**src/rtl/regfile_pkg.sv**
```systemverilog
// Shared defaults and write-FSM state encoding for the register-file access arbiter.
package regfile_pkg;

  localparam int unsigned NREQ_DEF    = 4;
  localparam int unsigned AW_DEF      = 3;
  localparam int unsigned DW_DEF      = 8;
  localparam int unsigned TIMEOUT_DEF = 8;

  localparam logic [1:0] ST_IDLE  = 2'd0;
  localparam logic [1:0] ST_ISSUE = 2'd1;
  localparam logic [1:0] ST_WAIT  = 2'd2;
  localparam logic [1:0] ST_DONE  = 2'd3;

endpackage

```
**src/rtl/rr_pick.sv**
```systemverilog
// Combinational round-robin finder: first set bit of req at or after start, wrapping.
module rr_pick #(
  parameter int unsigned N  = 4,
  parameter int unsigned IW = 2
) (
  input  logic [N-1:0]  req,
  input  logic [IW-1:0] start,
  output logic [N-1:0]  onehot,
  output logic [IW-1:0] idx,
  output logic          found
);

  logic [IW-1:0] pos;

  always_comb begin
    onehot = '0;
    idx    = '0;
    found  = 1'b0;
    pos    = '0;
    for (int unsigned k = 0; k < N; k++) begin
      pos = IW'((32'(start) + k) % N);
      if (!found && req[pos]) begin
        found       = 1'b1;
        onehot[pos] = 1'b1;
        idx         = pos;
      end
    end
  end

endmodule

```
**src/rtl/regfile_access_arbiter.sv**
```systemverilog
// Shares a 2-read/1-write register file between NREQ requesters: serialised writes
// through a small FSM with timeout, round-robin dual-port reads with write-hazard hold-off.
module regfile_access_arbiter
  import regfile_pkg::*;
#(
  parameter int unsigned NREQ    = NREQ_DEF,
  parameter int unsigned AW      = AW_DEF,
  parameter int unsigned DW      = DW_DEF,
  parameter int unsigned TIMEOUT = TIMEOUT_DEF
) (
  input  logic               clk,
  input  logic               rst,
  input  logic [NREQ-1:0]    wr_valid,
  input  logic [NREQ*AW-1:0] wr_addr,
  input  logic [NREQ*DW-1:0] wr_data,
  output logic [NREQ-1:0]    wr_ack,
  output logic [NREQ-1:0]    wr_done,
  output logic               wr_err,
  input  logic [NREQ-1:0]    rd_valid,
  input  logic [NREQ*AW-1:0] rd_addr,
  output logic [NREQ-1:0]    rd_ack,
  output logic [NREQ-1:0]    rd_data_valid,
  output logic [NREQ*DW-1:0] rd_data,
  output logic               rf_rd_en1,
  output logic               rf_rd_en2,
  output logic [AW-1:0]      rf_rd_addr1,
  output logic [AW-1:0]      rf_rd_addr2,
  output logic               rf_wr_en,
  output logic [AW-1:0]      rf_wr_addr,
  output logic [DW-1:0]      rf_wr_data,
  input  logic [DW-1:0]      rf_rd_out1,
  input  logic [DW-1:0]      rf_rd_out2,
  input  logic               rf_wr_success
);

  localparam int unsigned IW = (NREQ > 1) ? $clog2(NREQ) : 1;
  localparam int unsigned CW = $clog2(TIMEOUT + 1);

  function automatic logic [IW-1:0] inc_wrap(input logic [IW-1:0] v);
    return (32'(v) == NREQ - 1) ? '0 : v + IW'(1);
  endfunction

  logic [1:0]      state_q, state_d;
  logic [IW-1:0]   wr_ptr_q, wr_ptr_d;
  logic [IW-1:0]   owner_q, owner_d;
  logic [AW-1:0]   waddr_q, waddr_d;
  logic [DW-1:0]   wdata_q, wdata_d;
  logic [CW-1:0]   cnt_q, cnt_d;
  logic [NREQ-1:0] wr_done_q, wr_done_d;
  logic            wr_err_q, wr_err_d;
  logic [IW-1:0]   rd_ptr_q, rd_ptr_d;
  logic            rv1_q, rv1_d, rv2_q, rv2_d;
  logic [IW-1:0]   ro1_q, ro1_d, ro2_q, ro2_d;

  logic [NREQ-1:0] w_oh, r1_oh, r2_oh, rd_elig;
  logic [IW-1:0]   w_idx, r1_idx, r2_idx;
  logic            w_found, r1_found, r2_found;

  rr_pick #(.N(NREQ), .IW(IW)) u_wr_pick (
    .req(wr_valid), .start(wr_ptr_q), .onehot(w_oh), .idx(w_idx), .found(w_found)
  );

  // Port 2 sees port 1's winner masked, so it yields the second eligible requester.
  rr_pick #(.N(NREQ), .IW(IW)) u_rd_pick1 (
    .req(rd_elig), .start(rd_ptr_q), .onehot(r1_oh), .idx(r1_idx), .found(r1_found)
  );
  rr_pick #(.N(NREQ), .IW(IW)) u_rd_pick2 (
    .req(rd_elig & ~r1_oh), .start(rd_ptr_q), .onehot(r2_oh), .idx(r2_idx), .found(r2_found)
  );

  always_comb begin
    state_d   = state_q;
    wr_ptr_d  = wr_ptr_q;
    owner_d   = owner_q;
    waddr_d   = waddr_q;
    wdata_d   = wdata_q;
    cnt_d     = cnt_q;
    wr_done_d = '0;
    wr_err_d  = 1'b0;
    wr_ack    = '0;
    case (state_q)
      ST_IDLE: begin
        if (w_found) begin
          wr_ack   = w_oh;
          owner_d  = w_idx;
          waddr_d  = wr_addr[w_idx*AW +: AW];
          wdata_d  = wr_data[w_idx*DW +: DW];
          wr_ptr_d = inc_wrap(w_idx);
          state_d  = ST_ISSUE;
        end
      end
      ST_ISSUE: begin
        cnt_d   = '0;
        state_d = ST_WAIT;
      end
      ST_WAIT: begin
        // Success is checked first so it wins over a coincident timeout.
        if (rf_wr_success) begin
          wr_done_d[owner_q] = 1'b1;
          state_d            = ST_DONE;
        end else if (cnt_q == CW'(TIMEOUT)) begin
          wr_done_d[owner_q] = 1'b1;
          wr_err_d           = 1'b1;
          state_d            = ST_DONE;
        end else begin
          cnt_d = cnt_q + CW'(1);
        end
      end
      default: state_d = ST_IDLE;
    endcase
    if (rst) wr_ack = '0;
  end

  always_comb begin
    rd_elig = '0;
    for (int unsigned i = 0; i < NREQ; i++) begin
      rd_elig[i] = rd_valid[i] &&
                   !((state_q != ST_IDLE) && (rd_addr[i*AW +: AW] == waddr_q));
    end
    rd_ack      = rst ? '0 : (r1_oh | r2_oh);
    rf_rd_en1   = r1_found && !rst;
    rf_rd_en2   = r2_found && !rst;
    rf_rd_addr1 = rf_rd_en1 ? rd_addr[r1_idx*AW +: AW] : '0;
    rf_rd_addr2 = rf_rd_en2 ? rd_addr[r2_idx*AW +: AW] : '0;
    rv1_d       = r1_found;
    rv2_d       = r2_found;
    ro1_d       = r1_idx;
    ro2_d       = r2_idx;
    if (r2_found)      rd_ptr_d = inc_wrap(r2_idx);
    else if (r1_found) rd_ptr_d = inc_wrap(r1_idx);
    else               rd_ptr_d = rd_ptr_q;
  end

  always_comb begin
    rd_data       = '0;
    rd_data_valid = '0;
    if (rv1_q) begin
      rd_data[ro1_q*DW +: DW] = rf_rd_out1;
      rd_data_valid[ro1_q]    = 1'b1;
    end
    if (rv2_q) begin
      rd_data[ro2_q*DW +: DW] = rf_rd_out2;
      rd_data_valid[ro2_q]    = 1'b1;
    end
  end

  assign rf_wr_en   = (state_q == ST_ISSUE);
  assign rf_wr_addr = waddr_q;
  assign rf_wr_data = wdata_q;
  assign wr_done    = wr_done_q;
  assign wr_err     = wr_err_q;

  always_ff @(posedge clk or posedge rst) begin
    if (rst) begin
      state_q   <= ST_IDLE;
      wr_ptr_q  <= '0;
      owner_q   <= '0;
      waddr_q   <= '0;
      wdata_q   <= '0;
      cnt_q     <= '0;
      wr_done_q <= '0;
      wr_err_q  <= 1'b0;
      rd_ptr_q  <= '0;
      rv1_q     <= 1'b0;
      rv2_q     <= 1'b0;
      ro1_q     <= '0;
      ro2_q     <= '0;
    end else begin
      state_q   <= state_d;
      wr_ptr_q  <= wr_ptr_d;
      owner_q   <= owner_d;
      waddr_q   <= waddr_d;
      wdata_q   <= wdata_d;
      cnt_q     <= cnt_d;
      wr_done_q <= wr_done_d;
      wr_err_q  <= wr_err_d;
      rd_ptr_q  <= rd_ptr_d;
      rv1_q     <= rv1_d;
      rv2_q     <= rv2_d;
      ro1_q     <= ro1_d;
      ro2_q     <= ro2_d;
    end
  end

endmodule

```
**config.mk**
```make
export PLATFORM = sky130hd
export DESIGN_NAME = regfile_access_arbiter
export DESIGN_NICKNAME = d
export VERILOG_FILES = /design/src/rtl/regfile_pkg.sv /design/src/rtl/rr_pick.sv /design/src/rtl/regfile_access_arbiter.sv
export SDC_FILE = /design/constraint.sdc
export NUM_CORES = 1
export LEC_CHECK = 0
export ABC_CLOCK_PERIOD_IN_PS = 5500
export BUFFER_PORTS_ARGS = -buffer_cell sky130_fd_sc_hd__buf_2
export CORE_MARGIN = 2
export CORE_UTILIZATION = 52
export CTS_BUF_LIST = sky130_fd_sc_hd__clkbuf_4 sky130_fd_sc_hd__clkbuf_8
export DETAILED_ROUTE_END_ITERATION = 10
export GPL_TIMING_DRIVEN = 0
export PLACE_DENSITY = 0.88
export SLEW_MARGIN = 40
export SYNTH_ARGS = -nofsm -noshare
export SYNTH_HDL_FRONTEND = slang
export SYNTH_SLANG_ARGS = --single-unit
```
**constraint.sdc**
```tcl
create_clock -name clk -period 5.5 [get_ports clk]
set_input_delay 1.1 -clock clk [delete_from_list [all_inputs] [get_ports clk]]
set_output_delay 1.1 -clock clk [all_outputs]
set_load 0.02 [all_outputs]
```
## Yosys cells after proc, flatten, opt, wreduce, memory -nomap -nowiden

Cells that the tools add are included.

- Divide/modulo/power cells: 0
- Add/subtract/negate cells: 12
- Bitwise operators: 14
- Multiplexer cells: 111
- Magnitude comparators: 22
- Equality and inequality tests: 14
- Multipliers: 3
- Reduce and logical (&&, ||, !) cells: 51
- Shifts and indexed selects: 8

Operators with widths:

| cell | number |
|---|---|
| 2-to-1 mux 4 bit | 23 |
| negation 5 -> 34 bit | 2 |
| variable shift 8 x 34 -> 32 bit (first input constant) | 2 |
| variable part select 8 x 34 -> 32 bit | 2 |
| 2-to-1 mux 32 bit | 2 |
| OR 4 bit | 11 |
| 2-to-1 mux 2 bit | 20 |
| 2-to-1 mux 1 bit | 38 |
| variable part select 12 x 5 -> 3 bit | 3 |
| less-than comparator 2 x 3 -> 1 bit (second input constant) | 11 |
| bitwise AND 32 bit | 1 |
| bitwise mux 32 bit | 1 |
| variable part select 32 x 6 -> 8 bit | 1 |
| logical AND 1 bit | 30 |
| binary-select mux 1 bit (select 2 bit) | 12 |
| demux 1 bit (select 2 bit) | 11 |
| greater-or-equal comparator 2 x 1 -> 1 bit (second input constant) | 11 |
| zero test 1 bit | 14 |
| == test 3 bit | 4 |
| multiplier 2 x 2 -> 4 bit (second input constant) | 3 |
| adder 2 x 1 -> 2 bit (second input constant) | 5 |
| adder 2 bit (second input constant) | 4 |
| == test 2 bit (second input constant) | 4 |
| one-hot mux 4 bit (2 select lines) | 1 |
| 14 further kinds | 19 |

- Latch bits: 0
- Bits in writable memories: 0
- Bits in read-only memories: 0
- Output and inout port bits: 69
- Logic and storage cells: 248
- Memories: 0
- Flip-flop bits (word level): 34
- Input bits: 83

## Logic depth before layout (Yosys ltp)

- Depth in word-level cells: 33
- Gate-level depth with buffers: 15
- Depth with buffers taken out: 13

## Cells and area by module

Synthesis repeated with hierarchy kept, for this count alone.

- Cell total of the unflattened synthesis: 408
- Area, all modules: 4068.9 µm²

By module, submodules not included:

| module | times used | cells an instance | area an instance (µm²) |
|---|---|---|---|
| regfile_access_arbiter | 1 | 273 | 2806.4 |
| rr_pick (u_rd_pick1 ...) | 2 | 45 | 421.7 |
| rr_pick (u_wr_pick) | 1 | 45 | 419.2 |

## Least setup slack after synthesis

No wires, ideal clock.

- Path kind: input to output
- From: in rd_addr[2]
- To: out rd_ack[1]
- Stages: 12
- Setup slack: 304 ps
- Arrival: 4096 ps
- Data required time: 4400 ps
- Path through: xor2_1 o41a_4 a22o_1 or2_1 buf_2 nor3_4 nand2_1 and4_1 or3_1 a22oi_2 a22oi_1 a31oi_1

- Cells in the longest elaborated chain, start to end: 32
- Elaborated cells between the ends (all ways): 56
- Those cells by class: eq/ne (1); mux (31); bitwise (9); reduce/logical (15)

Ends and longest elaborated chain:

| element | RTL line | text |
|---|---|---|
| start, declared | regfile_access_arbiter.sv:20 | `input logic [NREQ*AW-1:0] rd_addr,` |
| == test 3 bit (*) | regfile_access_arbiter.sv:118 | `!((state_q != ST_IDLE) && (rd_addr[i*AW +: AW] == waddr_q));` |
| logical AND 1 bit (*) | regfile_access_arbiter.sv:118 |  |
| zero test 1 bit (*) | regfile_access_arbiter.sv:118 |  |
| logical AND 1 bit (*) | regfile_access_arbiter.sv:117 | `rd_elig[i] = rd_valid[i] &&` |
| binary-select mux 1 bit (select 2 bit) | rr_pick.sv:22 | `if (!found && req[pos]) begin` |
| 2-to-1 mux 1 bit (implied by the code) | rr_pick.sv:22 |  |
| 2-to-1 mux 1 bit | rr_pick.sv:22 |  |
| zero test 1 bit | rr_pick.sv:22 |  |
| [... 16 more ...] | -- |  |
| zero test 1 bit | rr_pick.sv:22 |  |
| logical AND 1 bit | rr_pick.sv:22 |  |
| 2-to-1 mux 1 bit | rr_pick.sv:22 |  |
| zero test 1 bit | rr_pick.sv:22 |  |
| logical AND 1 bit | rr_pick.sv:22 |  |
| 2-to-1 mux 4 bit | rr_pick.sv:22 |  |
| OR 4 bit (*) | regfile_access_arbiter.sv:120 | `rd_ack = rst ? '0 : (r1_oh \| r2_oh);` |
| 2-to-1 mux 4 bit (*) | regfile_access_arbiter.sv:120 |  |
| end, declared | regfile_access_arbiter.sv:21 | `output logic [NREQ-1:0] rd_ack,` |

Every way passes the cells marked *; elsewhere a longest branch is shown, timed or not. The select of a mux whose other input is x is not followed.

## Worst setup path in the final report

- From: in rd_addr[1]
- To: out rd_ack[3]

Same word-level chain as after synthesis.

==> flow_results.xml <==
<?xml version="1.0" encoding="UTF-8"?>
<metrics>
  <group name="run_status">
    <metric name="outcome" unit="">complete, but fails checks</metric>
    <metric name="failed_checks" unit="">setup timing</metric>
  </group>
  <group name="sta">
    <metric name="layout_min_cycle_time" unit="ps">5530</metric>
    <metric name="max_clock_freq" unit="MHz">181</metric>
    <metric name="drv_slew" unit="">0</metric>
    <metric name="timing_hold_violations_final" unit="">0</metric>
    <metric name="grt_setup_unrepaired" unit="">true</metric>
    <metric name="finalSetupTns" unit="ps">-51.6</metric>
    <metric name="worst_slew_pin_slew" unit="ps">827</metric>
    <metric name="period_share" unit="%">100</metric>
    <metric name="clock-skew-final" unit="ps">12.4</metric>
    <metric name="final.setup.worst_slack" unit="ps">-25.6</metric>
    <metric name="timing.slew.headroom" unit="%">44.4</metric>
    <metric name="setup_violations" unit="">3</metric>
    <metric name="final_hold_slack" unit="ps">425</metric>
  </group>
  <group name="grt">
    <metric name="vias_in_the_first_global_route" unit="">4662</metric>
    <metric name="grt.overflow.total" unit="">0</metric>
    <metric name="grt_pass1_wl" unit="um">21800</metric>
    <metric name="globalRouteMet1Util" unit="%">34.9</metric>
    <metric name="global_route.peak_usage_layer" unit="">met2</metric>
    <metric name="use_met2" unit="%">56.0</metric>
    <metric name="number_of_antenna_violations_at_the_first_check_in_global_routing" unit="">1</metric>
    <metric name="grt_util_all_layers" unit="%">30.6</metric>
    <metric name="met3_usage" unit="%">5.78</metric>
    <metric name="pin_count_of_the_biggest_net_entering_global_routing" unit="">36</metric>
  </group>
  <group name="placed_design">
    <metric name="dpl.hpwl" unit="um">10500</metric>
    <metric name="finalWeightedCongestion" unit="">0.971</metric>
    <metric name="placement.io_buffers" unit="">149</metric>
    <metric name="place_area" unit="um2">5090</metric>
    <metric name="post_place_cells" unit="">752</metric>
  </group>
  <group name="clock_tree">
    <metric name="cts_tree" unit="">built</metric>
    <metric name="cts_max_level" unit="">2</metric>
    <metric name="worstSkewPairLatency" unit="ps">290</metric>
    <metric name="clockRootBuffer" unit="">sky130_fd_sc_hd__clkbuf_8</metric>
    <metric name="cts_num_sinks" unit="">34</metric>
    <metric name="ctsHoldBuffers" unit="">0</metric>
    <metric name="cts-buffers-inserted" unit="">5</metric>
    <metric name="max-clock-path-buffers" unit="">2</metric>
    <metric name="cts.clk_slew.worst_paths" unit="ps">70</metric>
  </group>
  <group name="pwr">
    <metric name="power_leakage" unit="nW">2.66</metric>
    <metric name="total_power" unit="W">0.00446</metric>
    <metric name="p_per_area" unit="nW/um2">785</metric>
    <metric name="ir_worst_vdd" unit="mV">0.528</metric>
  </group>
  <group name="floorplan">
    <metric name="rows" unit="">32</metric>
    <metric name="coreArea" unit="um2">7770</metric>
    <metric name="die_area" unit="um2">8790</metric>
    <metric name="start_util" unit="%">53.9</metric>
    <metric name="dieHeight" unit="um">93.8</metric>
    <metric name="ios" unit="">152</metric>
    <metric name="overall_die_width" unit="um">93.8</metric>
  </group>
  <group name="cells_and_area">
    <metric name="finalNonFillerCells" unit="">780</metric>
    <metric name="layout_common_cells" unit="">sky130_fd_sc_hd__buf_2, sky130_fd_sc_hd__nand2_1, sky130_fd_sc_hd__a22o_1, sky130_fd_sc_hd__o21ai_0, sky130_fd_sc_hd__dfrtp_1</metric>
    <metric name="insertedDiodeCount" unit="">0</metric>
    <metric name="finalInstanceArea" unit="um2">5680</metric>
    <metric name="layout-drive-gt1-share" unit="%">39.1</metric>
    <metric name="syn_to_final_growth" unit="%">35.7</metric>
    <metric name="mostFrequentLayoutCell" unit="">sky130_fd_sc_hd__buf_2</metric>
    <metric name="nNetsFinal" unit="">790</metric>
  </group>
  <group name="setup_path">
    <metric name="critical_path_required" unit="ps">4400</metric>
    <metric name="classification_of_the_worst_setup_path" unit="">input pin to primary output</metric>
    <metric name="cp-start-kind" unit="">input pin</metric>
    <metric name="worstPathCellList" unit="">buf_2 &gt; xor2_2 &gt; o41a_4 &gt; a22o_4 &gt; or2_4 &gt; nor3_4 &gt; buf_6 &gt; nand2_4 &gt; and4_4 &gt; or3_4 &gt; a22oi_2 &gt; a22oi_1 &gt; a31oi_1 &gt; buf_4</metric>
    <metric name="critical_path_peak_fanout" unit="">6</metric>
    <metric name="r2r_setup_slack" unit="ps">1370</metric>
    <metric name="crit_arrival" unit="ps">4430</metric>
    <metric name="reg2regPathDepth" unit="">11</metric>
    <metric name="worst_setup_path_end_kind" unit="">primary output</metric>
    <metric name="crit-reg2reg-launch" unit="">wr_ptr_q[1]</metric>
    <metric name="critPathMaxStageDelay" unit="ps">530</metric>
    <metric name="crit-reg2reg-capture" unit="">rf_wr_data[5]</metric>
    <metric name="critical-path-slowest-cell" unit="">sky130_fd_sc_hd__o41a_4</metric>
  </group>
  <group name="worst_hold_path">
    <metric name="hold_class" unit="">flip-flop to flip-flop</metric>
    <metric name="min-delay-start" unit="">cnt_q[2]</metric>
    <metric name="min_delay_worst_endpoint" unit="">wr_err</metric>
    <metric name="hold_crit_depth" unit="">1</metric>
  </group>
  <group name="synth">
    <metric name="asyncSetResetFlopFracSynth" unit="%">100</metric>
    <metric name="syn_nets" unit="">614</metric>
    <metric name="synthesis.area_per_instance" unit="um2">8.36</metric>
    <metric name="synth.yosys.seq_area_share" unit="%">20.3</metric>
    <metric name="synth-seq-cells" unit="">34</metric>
    <metric name="netlist_instances" unit="">501</metric>
    <metric name="synth_enable_flop_cells" unit="">0</metric>
    <metric name="yosys_warnings" unit="">0</metric>
    <metric name="syn-cell-area" unit="um2">4190</metric>
    <metric name="netlist-cell-type-count" unit="">70</metric>
    <metric name="ys.flop_type" unit="">sky130_fd_sc_hd__dfrtp_1</metric>
  </group>
  <group name="route">
    <metric name="drt_drc" unit="">0</metric>
    <metric name="vias" unit="">4997</metric>
    <metric name="firstDrtPassIters" unit="">6</metric>
    <metric name="avgViaCountPerCell" unit="">6.41</metric>
    <metric name="route.detailed.wl_per_inst" unit="um">19.2</metric>
    <metric name="ant_nets" unit="">0</metric>
    <metric name="detail_route.iter0.violations" unit="">544</metric>
    <metric name="routed_wirelength" unit="um">15000</metric>
  </group>
  <group name="flow_run">
    <metric name="max-cap-violations" unit="">0</metric>
  </group>
</metrics>
## cell usage after synthesis (all sizes together) (6+ instances only)
cell,count,area share (%)
a21oi,15,1.8
a31oi,8,1.2
nand3,13,1.7
mux2,20,5.4
nor2,30,2.7
ha,30,9.0
clkbuf,23,2.1
a22o,41,8.6
o22ai,6,0.90
o21ai,37,4.4
dfrtp,34,20
nand2b,6,0.90
a22oi,10,1.9
buf,7,1.2
mux2i,11,2.6
a221oi,6,1.3
nor2b,7,1.0
and2,7,1.0
inv,21,1.9
mux4,6,3.2
nand2,68,6.1
nor3,11,1.7
xor2,14,2.9
a211oi,7,1.3
## registers in the layout, summed over array words and instances, names as in the netlist, named ones only
| signal | count |
|---|---|
| owner_q | 2 |
| rv1_q | 1 |
| rv2_q | 1 |
| wr_err | 1 |
| wr_done | 4 |
| state_q | 2 |
| rd_ptr_q | 1 |
| rf_wr_data | 8 |
| ro2_q | 2 |
| wr_ptr_q | 1 |
| ro1_q | 2 |
| cnt_q | 4 |
| rf_wr_addr | 3 |
## cells by family (layout without fill, tap and decap cells)
kind of cell	Yosys count	in the layout	share of synthesized area [%]
DFF	34	34	20.3
AOI/OAI and AO/OA	161	161	29.8
muxes	37	37	11.2
and+or+nand+nor	170	170	20.9
adders and majority gates	30	30	8.96
xor gates and xnor gates	17	17	3.55
buffers and inverters	52	229	5.23
## power by group
part           internal (W)  switching [W]  total (W)
Sequential         0.000361       0.000105   0.000466
Combinational       0.00148        0.00223    0.00372
Clock              0.000182      0.0000973   0.000279
## stage by stage
stage               utilization (%)  setup slack, ps
floorplan                         -              304
global placement               65.2             -331
detailed placement             65.6             -408
CTS                            69.0             1.55
global route                   73.2             -135
finish                         73.2            -25.6
## cell type report
type / count / area [um2]
clock inverters: 3 / 68.8
well taps: 102 / 128
plain buffers: 28 / 129
inverters: 22 / 85.1
fillers: 519 / 2080
clock buffers: 5 / 68.8
multi-input cells: 415 / 3430
flip-flops and latches: 34 / 851
repair buffers: 171 / 928
## worst max-delay path: cells and delay by family
family | cells | cell delay [ps]
AO/OA/AOI/OAI | 5 | 1530
AND/OR/NAND/NOR | 5 | 1090
buffers and inverters | 3 | 500
XOR/XNOR | 1 | 200
## how the worst max path moves through the flow
stage	slack, ps	endpoint	startpoint	cells after the start
floorplan	300	rd_ack[1]	rd_addr[2]	12
global placement	-330	rf_rd_addr2[2]	rd_addr[2]	14
detailed placement	-410	rf_rd_addr2[2]	rd_addr[2]	14
CTS	2	rd_ack[3]	rd_addr[2]	14
global route	-140	rf_rd_addr2[2]	flip-flop	16
finish	-30	rd_ack[3]	rd_addr[1]	14
## metal layers
| metal | vias up | share of wire, % |
|---|---|---|
| li1 | 2225 | - |
| met1 | 2281 | 37 |
| met2 | 395 | 48 |
| met3 | 94 | 11 |
| met4 | 2 | 5.2 |
| met5 | - | 0.087 |
## timing repair
item / in CTS / in global routing
endpoints found under the setup margin: 10 / 10
gates resized for setup: 17 / 41
pin swaps: 8 / 22
cloned: 0 / 0
buffers inserted: 6 / 16
(Power assumes the default switching activity.)
